===== src/rtl/shift_seq_ctrl.sv =====
// shift_seq_ctrl: multi-cycle 8-bit shift sequencer.
// A request (operand, op, amount) is taken over a valid/ready handshake. The
// sequencer then walks an internal step shifter that moves at most 3 positions
// per cycle until the full distance has been covered. The result is returned
// over a second valid/ready handshake. Every output is driven from a flop.
module shift_seq_ctrl #(
  parameter int AMT_W = 4
) (
  input  logic             clk,
  input  logic             reset,
  input  logic             in_valid,
  output logic             in_ready,
  input  logic [7:0]       d_in,
  input  logic [1:0]       op,
  input  logic [AMT_W-1:0] amount,
  output logic             out_valid,
  input  logic             out_ready,
  output logic [7:0]       d_out,
  output logic             busy,
  output logic [1:0]       step_shamt
);

  // Shift operation encodings as they arrive on the op port.
  localparam logic [1:0] OP_LSR = 2'b00;
  localparam logic [1:0] OP_LSL = 2'b01;
  localparam logic [1:0] OP_ASR = 2'b10;
  localparam logic [1:0] OP_ROR = 2'b11;

  typedef enum logic [1:0] {
    S_IDLE = 2'b00,
    S_BUSY = 2'b01,
    S_DONE = 2'b10
  } state_t;

  state_t           state;
  logic [7:0]       data_r;
  logic [1:0]       op_r;
  logic [AMT_W-1:0] rem_r;

  // Next-step values computed from the working registers.
  logic [1:0]       step;
  logic [AMT_W-1:0] rem_next;
  logic [7:0]       data_next;

  // Largest step the shifter can take toward the remaining distance.
  function automatic logic [1:0] min3(input logic [AMT_W-1:0] rem);
    if (rem >= AMT_W'(3)) return 2'd3;
    return rem[1:0];
  endfunction

  // One pass through the 0..3 position step shifter.
  function automatic logic [7:0] step_shift(input logic [7:0] d,
                                            input logic [1:0] o,
                                            input logic [1:0] sh);
    logic [15:0] dbl;
    logic [7:0]  res;
    // Rotating a doubled copy right leaves the rotated byte in the low half.
    dbl = {d, d} >> sh;
    case (o)
      OP_LSR:  res = d >> sh;
      OP_LSL:  res = d << sh;
      OP_ASR:  res = $unsigned($signed(d) >>> sh);
      OP_ROR:  res = dbl[7:0];
      default: res = d;
    endcase
    return res;
  endfunction

  // Step size, remaining distance and shifted data for the current BUSY cycle.
  // NOTE: every always_comb output gets a value on every path (here a plain
  // straight-line assignment) so no latch can be inferred.
  always_comb begin
    step      = min3(rem_r);
    rem_next  = rem_r - AMT_W'(step);
    data_next = step_shift(data_r, op_r, step);
  end

  // Sequencer FSM with registered handshake, status and result outputs.
  // NOTE: state and outputs use non-blocking assignments so every flop samples
  // the values from before this edge, independent of statement order.
  always_ff @(posedge clk) begin
    if (reset) begin
      state      <= S_IDLE;
      in_ready   <= 1'b1;
      out_valid  <= 1'b0;
      busy       <= 1'b0;
      d_out      <= 8'h00;
      step_shamt <= 2'd0;
      data_r     <= 8'h00;
      op_r       <= OP_LSR;
      rem_r      <= '0;
    end else begin
      case (state)
        S_IDLE: begin
          if (in_valid) begin
            data_r   <= d_in;
            op_r     <= op;
            rem_r    <= amount;
            in_ready <= 1'b0;
            busy     <= 1'b1;
            if (amount == '0) begin
              // Zero-distance request: the operand is already the result.
              state      <= S_DONE;
              out_valid  <= 1'b1;
              d_out      <= d_in;
              step_shamt <= 2'd0;
            end else begin
              state      <= S_BUSY;
              step_shamt <= min3(amount);
            end
          end
        end

        S_BUSY: begin
          data_r <= data_next;
          rem_r  <= rem_next;
          if (rem_next == '0) begin
            state      <= S_DONE;
            out_valid  <= 1'b1;
            d_out      <= data_next;
            step_shamt <= 2'd0;
          end else begin
            // Announce the step the shifter will take in the next BUSY cycle.
            step_shamt <= min3(rem_next);
          end
        end

        S_DONE: begin
          // Result is held until taken; no new request in the handoff cycle.
          if (out_ready) begin
            state     <= S_IDLE;
            out_valid <= 1'b0;
            busy      <= 1'b0;
            in_ready  <= 1'b1;
          end
        end

        default: begin
          state      <= S_IDLE;
          in_ready   <= 1'b1;
          out_valid  <= 1'b0;
          busy       <= 1'b0;
          step_shamt <= 2'd0;
        end
      endcase
    end
  end

endmodule


===== config.mk =====
export PLATFORM = sky130hd
export DESIGN_NAME = shift_seq_ctrl
export DESIGN_NICKNAME = d
export VERILOG_FILES = /design/src/rtl/shift_seq_ctrl.sv
export SDC_FILE = /design/constraint.sdc
export NUM_CORES = 1
export LEC_CHECK = 0
export ABC_AREA = 0
export CORE_ASPECT_RATIO = 0.6
export CORE_UTILIZATION = 54
export DETAILED_ROUTE_END_ITERATION = 16
export PLACE_DENSITY = 0.8
export SLEW_MARGIN = 5
export SYNTH_ARGS = -nofsm -noshare
export SYNTH_HDL_FRONTEND = slang
export SYNTH_SLANG_ARGS = --single-unit

===== constraint.sdc =====
create_clock -name clk -period 2.4 [get_ports clk]
set_input_delay 0.48 -clock clk [delete_from_list [all_inputs] [get_ports clk]]
set_output_delay 0.48 -clock clk [all_outputs]
set_load 0.02 [all_outputs]

After elaboration in Yosys (flattened, before gate mapping)
Cells that the tools add are included.
{"block": "totals", "register_bits": 29, "latchBits": 0, "mem_bits_rw": 0, "romBits": 0, "output_inout_bits": 13, "elab_cells": 84, "n_memories": 0}
{"block": "classes", "addsub": 1, "n_mul": 0, "div_mod_pow": 0, "n_lt_le_gt_ge": 3, "eq_ne": 9, "shifts": 4, "muxes": 44, "bitwise": 2, "reduce_logical": 12}
{"op": "$mux W8", "count": 4}
{"op": "$pmux W8 S2", "count": 2}
{"op": "$pmux W8 S4", "count": 1}
{"op": "$mux W2", "count": 13}
{"op": "$mux W1", "count": 17}
{"op": "$shr A16 B2 Y8", "count": 1}
{"op": "$ge A4 B2 Y1 const B", "count": 3}
{"op": "$pmux W2 S3", "count": 2}
{"op": "$pmux W1 S3", "count": 3}
{"op": "$logic_not A4 Y1", "count": 2}
{"op": "$ne A2 B2 Y1 const B", "count": 4}
{"op": "$pmux W4 S2", "count": 1}
{"op": "$reduce_and A4 Y1", "count": 2}
{"op": "$shl A8 B2 Y8", "count": 1}
{"op": "$shr A8 B2 Y8", "count": 1}
{"op": "$sshr A8 B2 Y8", "count": 1}
{"op": "$eq A2 B2 Y1 const B", "count": 3}
{"op": "$reduce_and A2 Y1", "count": 3}
{"op": "$reduce_and A3 Y1", "count": 2}
{"op": "$eq A2 B1 Y1 const B", "count": 2}
{"op": "$logic_not A2 Y1", "count": 2}
{"op": "$mux W4", "count": 1}
{"op": "$sub A4 B2 Y4", "count": 1}
{"op": "$not A1 Y1", "count": 2}
{"op": "$reduce_bool A2 Y1", "count": 1}

Logic depth before layout (Yosys ltp)
Gate-level depths: netlist (run 1).
{"block": "depth", "word_depth": 12, "ltp_mapped": 10}

Least setup slack after synthesis (run 1)
Ideal clock, no wire load.
{"block": "synth_timing", "kind": "register to register", "from": "register rem_r[0]", "to": "register d_out[5]", "arrival_ns": 1.952, "required_time_ns": 2.304, "path_slack_ns": 0.353, "path_stages_with_launch": 9, "synth_period_minus_slack_ns": 2.047, "path_cell_list": "dfxtp_1 > clkinv_1 > o21ai_0 > ha_1 > nor2b_1 > o21ai_0 > a211o_1 > buf_2 > o41ai_2"}
{"block": "synth_via", "elab_chain_cells": 7, "elab_cells_between_ends": 14, "classes_between": "add/sub: 1; order compare: 1; eq/ne: 1; shift: 4; mux: 5; reduce/logical: 2"}
{"element": "start: declaration", "line": "38", "text": "logic [AMT_W-1:0] rem_r;"}
{"element": "start signal: assignment", "line": "98", "text": "rem_r <= amount;"}
{"element": "start signal: assignment", "line": "116", "text": "rem_r <= rem_next;"}
{"element": "$ge A4 B2 Y1", "line": "47", "text": "if (rem >= AMT_W'(3)) return 2'd3;"}
{"element": "$mux W1", "line": "47"}
{"element": "$mux W2", "line": "48", "text": "return rem[1:0];"}
{"element": "$sub A4 B2 Y4 (tied with other cells)", "line": "74", "text": "rem_next = rem_r - AMT_W'(step);"}
{"element": "$logic_not A4 Y1 or $pmux W8 S4 (tied branches)", "line": "117, 59"}
{"element": "$ne A2 B2 Y1 (no source line) or $mux W8 (tied branches)"}
{"element": "$reduce_and A4 Y1 (no source line) or $pmux W8 S2 (tied branches)"}
{"element": "end signal: assignment", "line": "105", "text": "d_out <= d_in;"}
{"element": "end signal: assignment", "line": "120", "text": "d_out <= data_next;"}
{"element": "end: declaration", "line": "18", "text": "output logic [7:0] d_out,"}
Parallel ways exist; a longest one is shown, timed or not. The select of a mux whose other input is x is not followed.
A chain may end at the register's enable or synchronous reset.

Worst setup path after layout (run 1)
{"block": "layout_timing", "from": "register rem_r[2]", "to": "register d_out[0]"}
The elaborated chain is that of the path after synthesis.

==> results of run 1 <==
path summary, 6_finish.rpt:
kind	start	end	slack, ns
setup / recovery	rem_r[2]$_SDFFE_PP0P_	d_out[0]$_SDFFE_PP0P_	0.28
hold / removal	d_out[3]$_SDFFE_PP0P_	d_out[3]$_SDFFE_PP0P_	0.47
hold reg to reg	d_out[3]$_SDFFE_PP0P_	d_out[3]$_SDFFE_PP0P_	0.47
setup reg to reg	rem_r[2]$_SDFFE_PP0P_	d_out[0]$_SDFFE_PP0P_	0.28
layout make-up:
type                    count  share of cell area
inverters                  12              0.0180
multi-input cells         210               0.527
flip-flops and latches     29               0.232
well taps                  47              0.0235
repair buffers             45               0.165
clock buffers               7              0.0345
sequential cells by signal, summed over array words and instances (netlist names):
| signal | cells |
|---|---|
| rem_r | 4 |
| step_shamt | 2 |
| out_valid | 1 |
| in_ready | 1 |
| busy | 1 |
| op_r | 2 |
| state | 2 |
| d_out | 8 |
| data_r | 8 |
cells in the final DEF, fill, tap and decap left out, types with 5 or more instances in the layout:
cell type         n
nor2_1           31
mux2i_1           6
o32ai_1           6
clkbuf_8          6
o21ai_0          15
inv_1            10
nand2_1          18
dfxtp_1          29
a21oi_1          19
nand2b_1          6
nor3_1           10
nand3_1          11
nor2b_1          13
buf_4            15
a211oi_1          8
clkdlybuf4s50_1  30
o31ai_1           5
o22ai_1           7
cell families after synthesis:
group	count (synthesis)	synth area share
AND/OR/NAND/NOR	101	0.237
multiplexers	7	0.0363
adder cells (fa/ha/maj)	4	0.0242
flip-flops	29	0.280
buffers and inverters	35	0.0828
AO/OA/AOI/OAI	98	0.340
critical path: stages, from the launching register on:
cell     delay [ns]
dfxtp_1        0.35
o21ai_0        0.29
ha_1           0.25
nor2b_1        0.07
a31oi_1        0.27
a211o_1        0.42
nor2_1         0.10
a32o_1         0.27
stage by stage:
step                total power (uW)  area, um2   util  setup slack (ns)  instances
global route                    2010       2500  0.684            0.0328        350
detailed placement              1480       2420  0.660             0.189        343
finish                          1910       2500  0.684             0.276        350
global placement                1470       2420  0.660             0.220        343
CTS                             1890       2500  0.684             0.303        350
floorplan                       1240       2070      -             0.353        274
per-layer routing:
layer / vias to the layer above / GRT usage
li1: 1080 / -
met1: 1033 / 0.431
met2: 146 / 0.474
met3: 11 / 0.100
met4: 0 / 0.108
met5: - / 0
power breakdown:
group	switching (uW)	internal, uW
sequential	98.4	552
combinational	491	356
clock	190	227
total	779	1140
==> results.md, run 1 <==
- Initial Utilization: 0.566
- Main synth FF type: dfxtp_1
- Cell area power density: 765 nW/um2
- Layout area overhead: 20.8%
- Metal-1 WL: 2.73 mm
- Headroom to the max-slew limit: 0.519
- DRC: 0
- Pins over their slew limit: 0
- Initial antenna violation count: 0
- N_diodes: 0
- RSZ-0062 raised after global routing: no
- Achievable clock frequency: 471 MHz
- Layout fillers: 317
- R2r worst-path depth: 7
- Synth top area share: 0.280
- Starting DRT DRC Count: 162
- Clk_lat worst skew: 0.29 ns
- Vias per cell: 6.49
- Routability Congestion: 0.970
- Worst setup SP type: flop
- Post-DP HPWL: 4.31 mm
- MaxCap Viol Count: 0
- Avg Cell Area, Syn: 7.56 um2
- Final period utilization: 0.885
- Syn Inst Count: 274
- Tightest Pin Transition: 0.715 ns
- Vias in the first global route: 2,086
- Setup Total Neg Slack: 0 ns
- Drt wl/cell: 17.4 um
- Buffer count from post-CTS setup fixing: 0
- Clk sink count: 29
- Status: finished, final reports clean
- CP Capture Type: flop
- Fin Hold WS: 0.468 ns
- Crit-path max FO: 11
- Post-CTS sizing: 0
- Register area share after synthesis: 0.280
- CP Data Required Time: 2.58 ns
- Clk slew on worst S/H paths: 0.06 ns
- CTS HTree Levels: 2
- Final Setup Violations: 0
- Commonest cells in the netlist: 31 x nor2_1, 29 x dfxtp_1, 19 x a21oi_1, 18 x nand2_1, 15 x o21ai_0
- Clk root buf: clkbuf_8
- Met2 WL: 2.58 mm
- Syn Nets: 296
- Final hold violation count: 0
- Top Layer Used: met4
- Core area: 3660 um2
- Ports: 31
- Syn Std Cell Area: 2070 um2
- Leakage: 0.000928 uW
- Routed wl met3: 670 um
- CTS tree: done
- Vias: 2,270
- Router iterations before antenna repair: 4
- Ys async rst share: 0
- Die W: 81.9 um
- CP Data Arrival Time: 2.30 ns
- Num CTS Buffers: 5
- Area of the multi-input gates: 1320 um2
- Hold Path Stages: 2
- Total track usage: 0.319
- Die Area: 4090 um2
- Gr ovfl total: 0
- Die height: 50.0 um
- Tmin final: 2.12 ns
- Clk buf depth: 2
- Cell type with the largest total area after synthesis: dfxtp_1
- Clk_skew: 0.00386 ns
- Worst VDD drop: 0.521 mV
- Synth top area cells: dfxtp_1 28%, nor2_1 5.6%, a21oi_1 4.6%
- Post-route ant nets: 0
- Nets: 325
- HP Class: reg2reg
- Netlist cell types: 55
- I/O Buffers: 30
- Largest net degree at the start of global routing: 25
- Final WL: 6.08 mm
- Global-route wire length before repair: 9.78 mm
- Post-synth EDFFs: 0
- Synth Warn #: 0
- #FFs+latches synth: 29
- Critical path type: reg2reg
- FF/Latch Area: 581 um2
- Count leader, synth: nor2_1
- Cell Rows: 17
- CTS Hold Bufs: 0
- Layout cell share with drive strength beyond 1: 0.102
No activity file was read; power rests on OpenSTA's default activity.
==> run 2: changes to the inputs <==
ABC_AREA = 1   (was 0)
CORE_ASPECT_RATIO = unset   (was 0.6)
CORE_UTILIZATION = 48   (was 54)
PLACE_DENSITY = 0.76   (was 0.8)
clock period = 1.7 ns   (was 2.4 ns; I/O delays follow)
==> results.md, run 2 <==
- Status: complete, but fails checks (was finished, final reports clean)
- Failing checks: setup timing
- Cell Rows: 22 (was 17)
- Routability Congestion: 0.884 (was 0.970)
- Clk_skew: 0.00880 ns (was 0.00386 ns)
- Netlist cell types: 29 (was 55)
- Synth top area share: 0.318 (was 0.280)
- Slowest-stage cell, CP: dfxtp_4 (was a211o_1)
- Clk pwr share: 0.108 (was 0.218)
- Most common cell after layout, fill and taps aside: nand2_1 (was nor2_1)
- Pre-CTS worst setup slack: -0.200 ns (was 0.189 ns)
- Syn Std Cell Area: 1830 um2 (was 2070 um2)
- Inst Count DP: 390 (was 343)
- Drt wl/cell: 13.2 um (was 17.4 um)
- Setup Total Neg Slack: -0.496 ns (was 0 ns)
- Final period utilization: 1.05 (was 0.885)
- Total Power: 5850 uW (was 1910 uW)
- Layout area overhead: 44.0% (was 20.8%)
- Vias: 2,124 (was 2,270)
- Internal Dissipation: 3060 uW (was 1140 uW)
- Crit-path max FO: 8 (was 11)
- Clk buf depth: 2 (unchanged)
- Most frequent cells in the layout: 69 x nand2_1, 39 x buf_4, 30 x clkdlybuf4s50_1 (was 31 x nor2_1, 30 x clkdlybuf4s50_1, 29 x dfxtp_1)
- Sw Share: 0.477 (was 0.407)
- Vias per cell: 5.28 (was 6.49)
- Tmin final: 1.78 ns (was 2.12 ns)
- Final hold violation count: 0 (unchanged)
- Die W: 63.7 um (was 81.9 um)
- Ports: 31 (unchanged)
- Register area share after synthesis: 0.318 (was 0.280)
- I/O Buffers: 30 (unchanged)
- DRC: 0 (unchanged)
- Synth Warn #: 0 (unchanged)
- Die Area: 4060 um2 (was 4090 um2)
- Clk_lat worst skew: 0.28 ns (was 0.29 ns)
- Main synth FF type: dfxtp_1 (unchanged)
- Largest net degree at the start of global routing: 17 (was 25)
- MaxCap Viol Count: 0 (unchanged)
- Ys async rst share: 0 (unchanged)
- Avg Cell Area, Syn: 6.41 um2 (was 7.56 um2)
- Router iterations before antenna repair: 5 (was 4)
- Post-route ant nets: 0 (unchanged)
- RSZ-0062 raised after global routing: yes (was no)
- Worst setup SP type: flop (unchanged)
- Post-DP HPWL: 3.73 mm (was 4.31 mm)
- Final setup margin: -0.0839 ns (was 0.276 ns)
- Initial antenna violation count: 0 (unchanged)
- Clk slew on worst S/H paths: 0.06 ns (about the same)
- Sequential power share: 0.206 (was 0.340)
- Cell area power density: 2220 nW/um2 (was 765 nW/um2)
- Clk root buf: clkbuf_8 (unchanged)
- Leakage: 0.00124 uW (was 0.000928 uW)
- Tightest Pin Transition: 0.399 ns (was 0.715 ns)
- Vias in the first global route: 1,938 (was 2,086)
- Syn Nets: 307 (was 296)
- Total track usage: 0.273 (was 0.319)
- Layout fillers: 298 (was 317)
- HP Class: reg2reg (unchanged)
- Clk sink count: 29 (unchanged)
- Num CTS Buffers: 5 (unchanged)
- Cell type with the largest total area after synthesis: dfxtp_1 (unchanged)
- Final WL: 5.31 mm (was 6.08 mm)
- Headroom to the max-slew limit: 0.734 (was 0.519)
- Top flop regs: d_out x8, data_r x8, rem_r x4 (unchanged)
- Commonest cells in the netlist: 75 x nand2_1, 31 x inv_1, 29 x dfxtp_1, 29 x nand3_1, 26 x a21oi_1 (was 31 x nor2_1, 29 x dfxtp_1, 19 x a21oi_1, 18 x nand2_1, 15 x o21ai_0)
- Gr ovfl total: 0 (unchanged)
- Starting DRT DRC Count: 231 (was 162)
- Core area: 3660 um2 (about the same)
- CP Data Arrival Time: 2.01 ns (was 2.30 ns)
- CTS Hold Bufs: 0 (unchanged)
- Count leader, synth: nand2_1 (was nor2_1)
- Die height: 63.7 um (was 50.0 um)
- Layout cell share with drive strength beyond 1: 0.257 (was 0.102)
- Nets: 375 (was 325)
- Sw power: 2790 uW (was 779 uW)
- Fin Hold WS: 0.457 ns (was 0.468 ns)
- Worst VDD drop: 1.08 mV (was 0.521 mV)
- Syn Inst Count: 285 (was 274)
- Critical path type: reg2reg (unchanged)
- Fin cells: 402 (was 350)
- Achievable clock frequency: 561 MHz (was 471 MHz)
- Crit-path cells: nor2_4, nor2_4, inv_2, ha_4, xor2_2, nand2_2, o21ai_2, nand3_2, clkinv_4, nor2_1, nor2_1, nand2_1, inv_1 (was o21ai_0, ha_1, nor2b_1, a31oi_1, a211o_1, nor2_1, a32o_1)
- CP Capture Type: flop (unchanged)
- Final Setup Violations: 9 (was 0)
- Pins over their slew limit: 0 (unchanged)
- Comb pwr share: 0.686 (was 0.442)
- CTS tree: done (unchanged)
- Post-synth EDFFs: 0 (unchanged)
- #FFs+latches synth: 29 (unchanged)
- CP max stage delay: 0.37 ns (was 0.42 ns)
- Synth top area cells: dfxtp_1 32%, nand2_1 15%, nand3_1 7.9% (was dfxtp_1 28%, nor2_1 5.6%, a21oi_1 4.6%)
- N_diodes: 0 (unchanged)
- CP Data Required Time: 1.93 ns (was 2.58 ns)
- CTS HTree Levels: 2 (unchanged)
- Initial Utilization: 0.499 (was 0.566)
- Global-route wire length before repair: 8.65 mm (was 9.78 mm)
## run 2: changes by cell type in the layout (fill, tap and decap cells not counted), sizes merged, moves of 11 or more
cell / delta
buf: +24
inv: +25
nand2: +59
nand3: +19
nor2: -11
nor2b: -13
## run 2: final timing paths
path | slack [ns] | start | end | cells past startpoint
worst max register to register | -0.08 | rem_r[2]$_SDFFE_PP0P_ | d_out[7]$_SDFFE_PP0P_ | 13
worst min-delay path | 0.46 | out_valid$_SDFFE_PP0P_ | out_valid$_SDFFE_PP0P_ | 2
worst min register to register | 0.46 | out_valid$_SDFFE_PP0P_ | out_valid$_SDFFE_PP0P_ | 2
worst max-delay path | -0.08 | rem_r[2]$_SDFFE_PP0P_ | d_out[7]$_SDFFE_PP0P_ | 13
## run 2: cell type report
type / instances / area [um2] / share of cell area
inverter: 37 / 144 / 0.0547
clock inverter: 1 / 5.00 / 0.00190
timing repair inverter: 1 / 5.00 / 0.00190
clock buffer: 7 / 96.3 / 0.0366
tap: 48 / 60.1 / 0.0228
timing repair buffer: 69 / 593 / 0.225
sequential: 29 / 588 / 0.223
multi-input combinational: 210 / 1140 / 0.433
## run 2: repair_timing
action | 4_1_cts | 5_1_grt
resized for setup | 5 | 17
gates cloned | 1 | 0
buffers inserted | 3 | 0
setup endpoints to repair | 10 | 18
pin swaps | 2 | 8
## run 2: critical path, delay by kind of cell (launching register included)
family	cells	cell delay [ns]
AO/OA/AOI/OAI	1	0.17
AND/OR/NAND/NOR	7	0.61
flip-flops	1	0.37
adder cells (fa/ha/maj)	1	0.16
buffers and inverters	3	0.21
XOR/XNOR	1	0.22
## run 2: power by group through the flow
stage / Sequential (uW) / Combinational [uW] / Clock [uW]
after floorplan: 1340 / 2140 / 0
after global placement: 1190 / 3470 / 0
after detailed placement: 1190 / 3540 / 0
after CTS: 1190 / 3710 / 639
after global routing: 1240 / 4430 / 674
final: 1200 / 4020 / 631
## run 2: cell families (layout without fill, tap and decap cells)
group | Yosys count | in the layout | synth area share
XOR/XNOR | 1 | 1 | 0.00479
flip-flops | 29 | 29 | 0.318
AO/OA/AOI/OAI | 68 | 68 | 0.212
buffers and inverters | 46 | 115 | 0.105
AND/OR/NAND/NOR | 137 | 137 | 0.333
adder cells (fa/ha/maj) | 4 | 4 | 0.0274
## run 2: stage by stage
step	util	cell area [um2]
detailed placement	0.660	2420
global placement	0.660	2420
finish	0.719	2630
global route	0.719	2630
CTS	0.700	2560
floorplan	-	1840
## run 2: layer usage
metal	up-vias	global-route usage	wire length (um)
li1	1071	-	-
met1	963	0.350	2340
met2	84	0.456	2540
met3	6	0.0543	376
met4	0	0.0795	58
met5	-	0	0
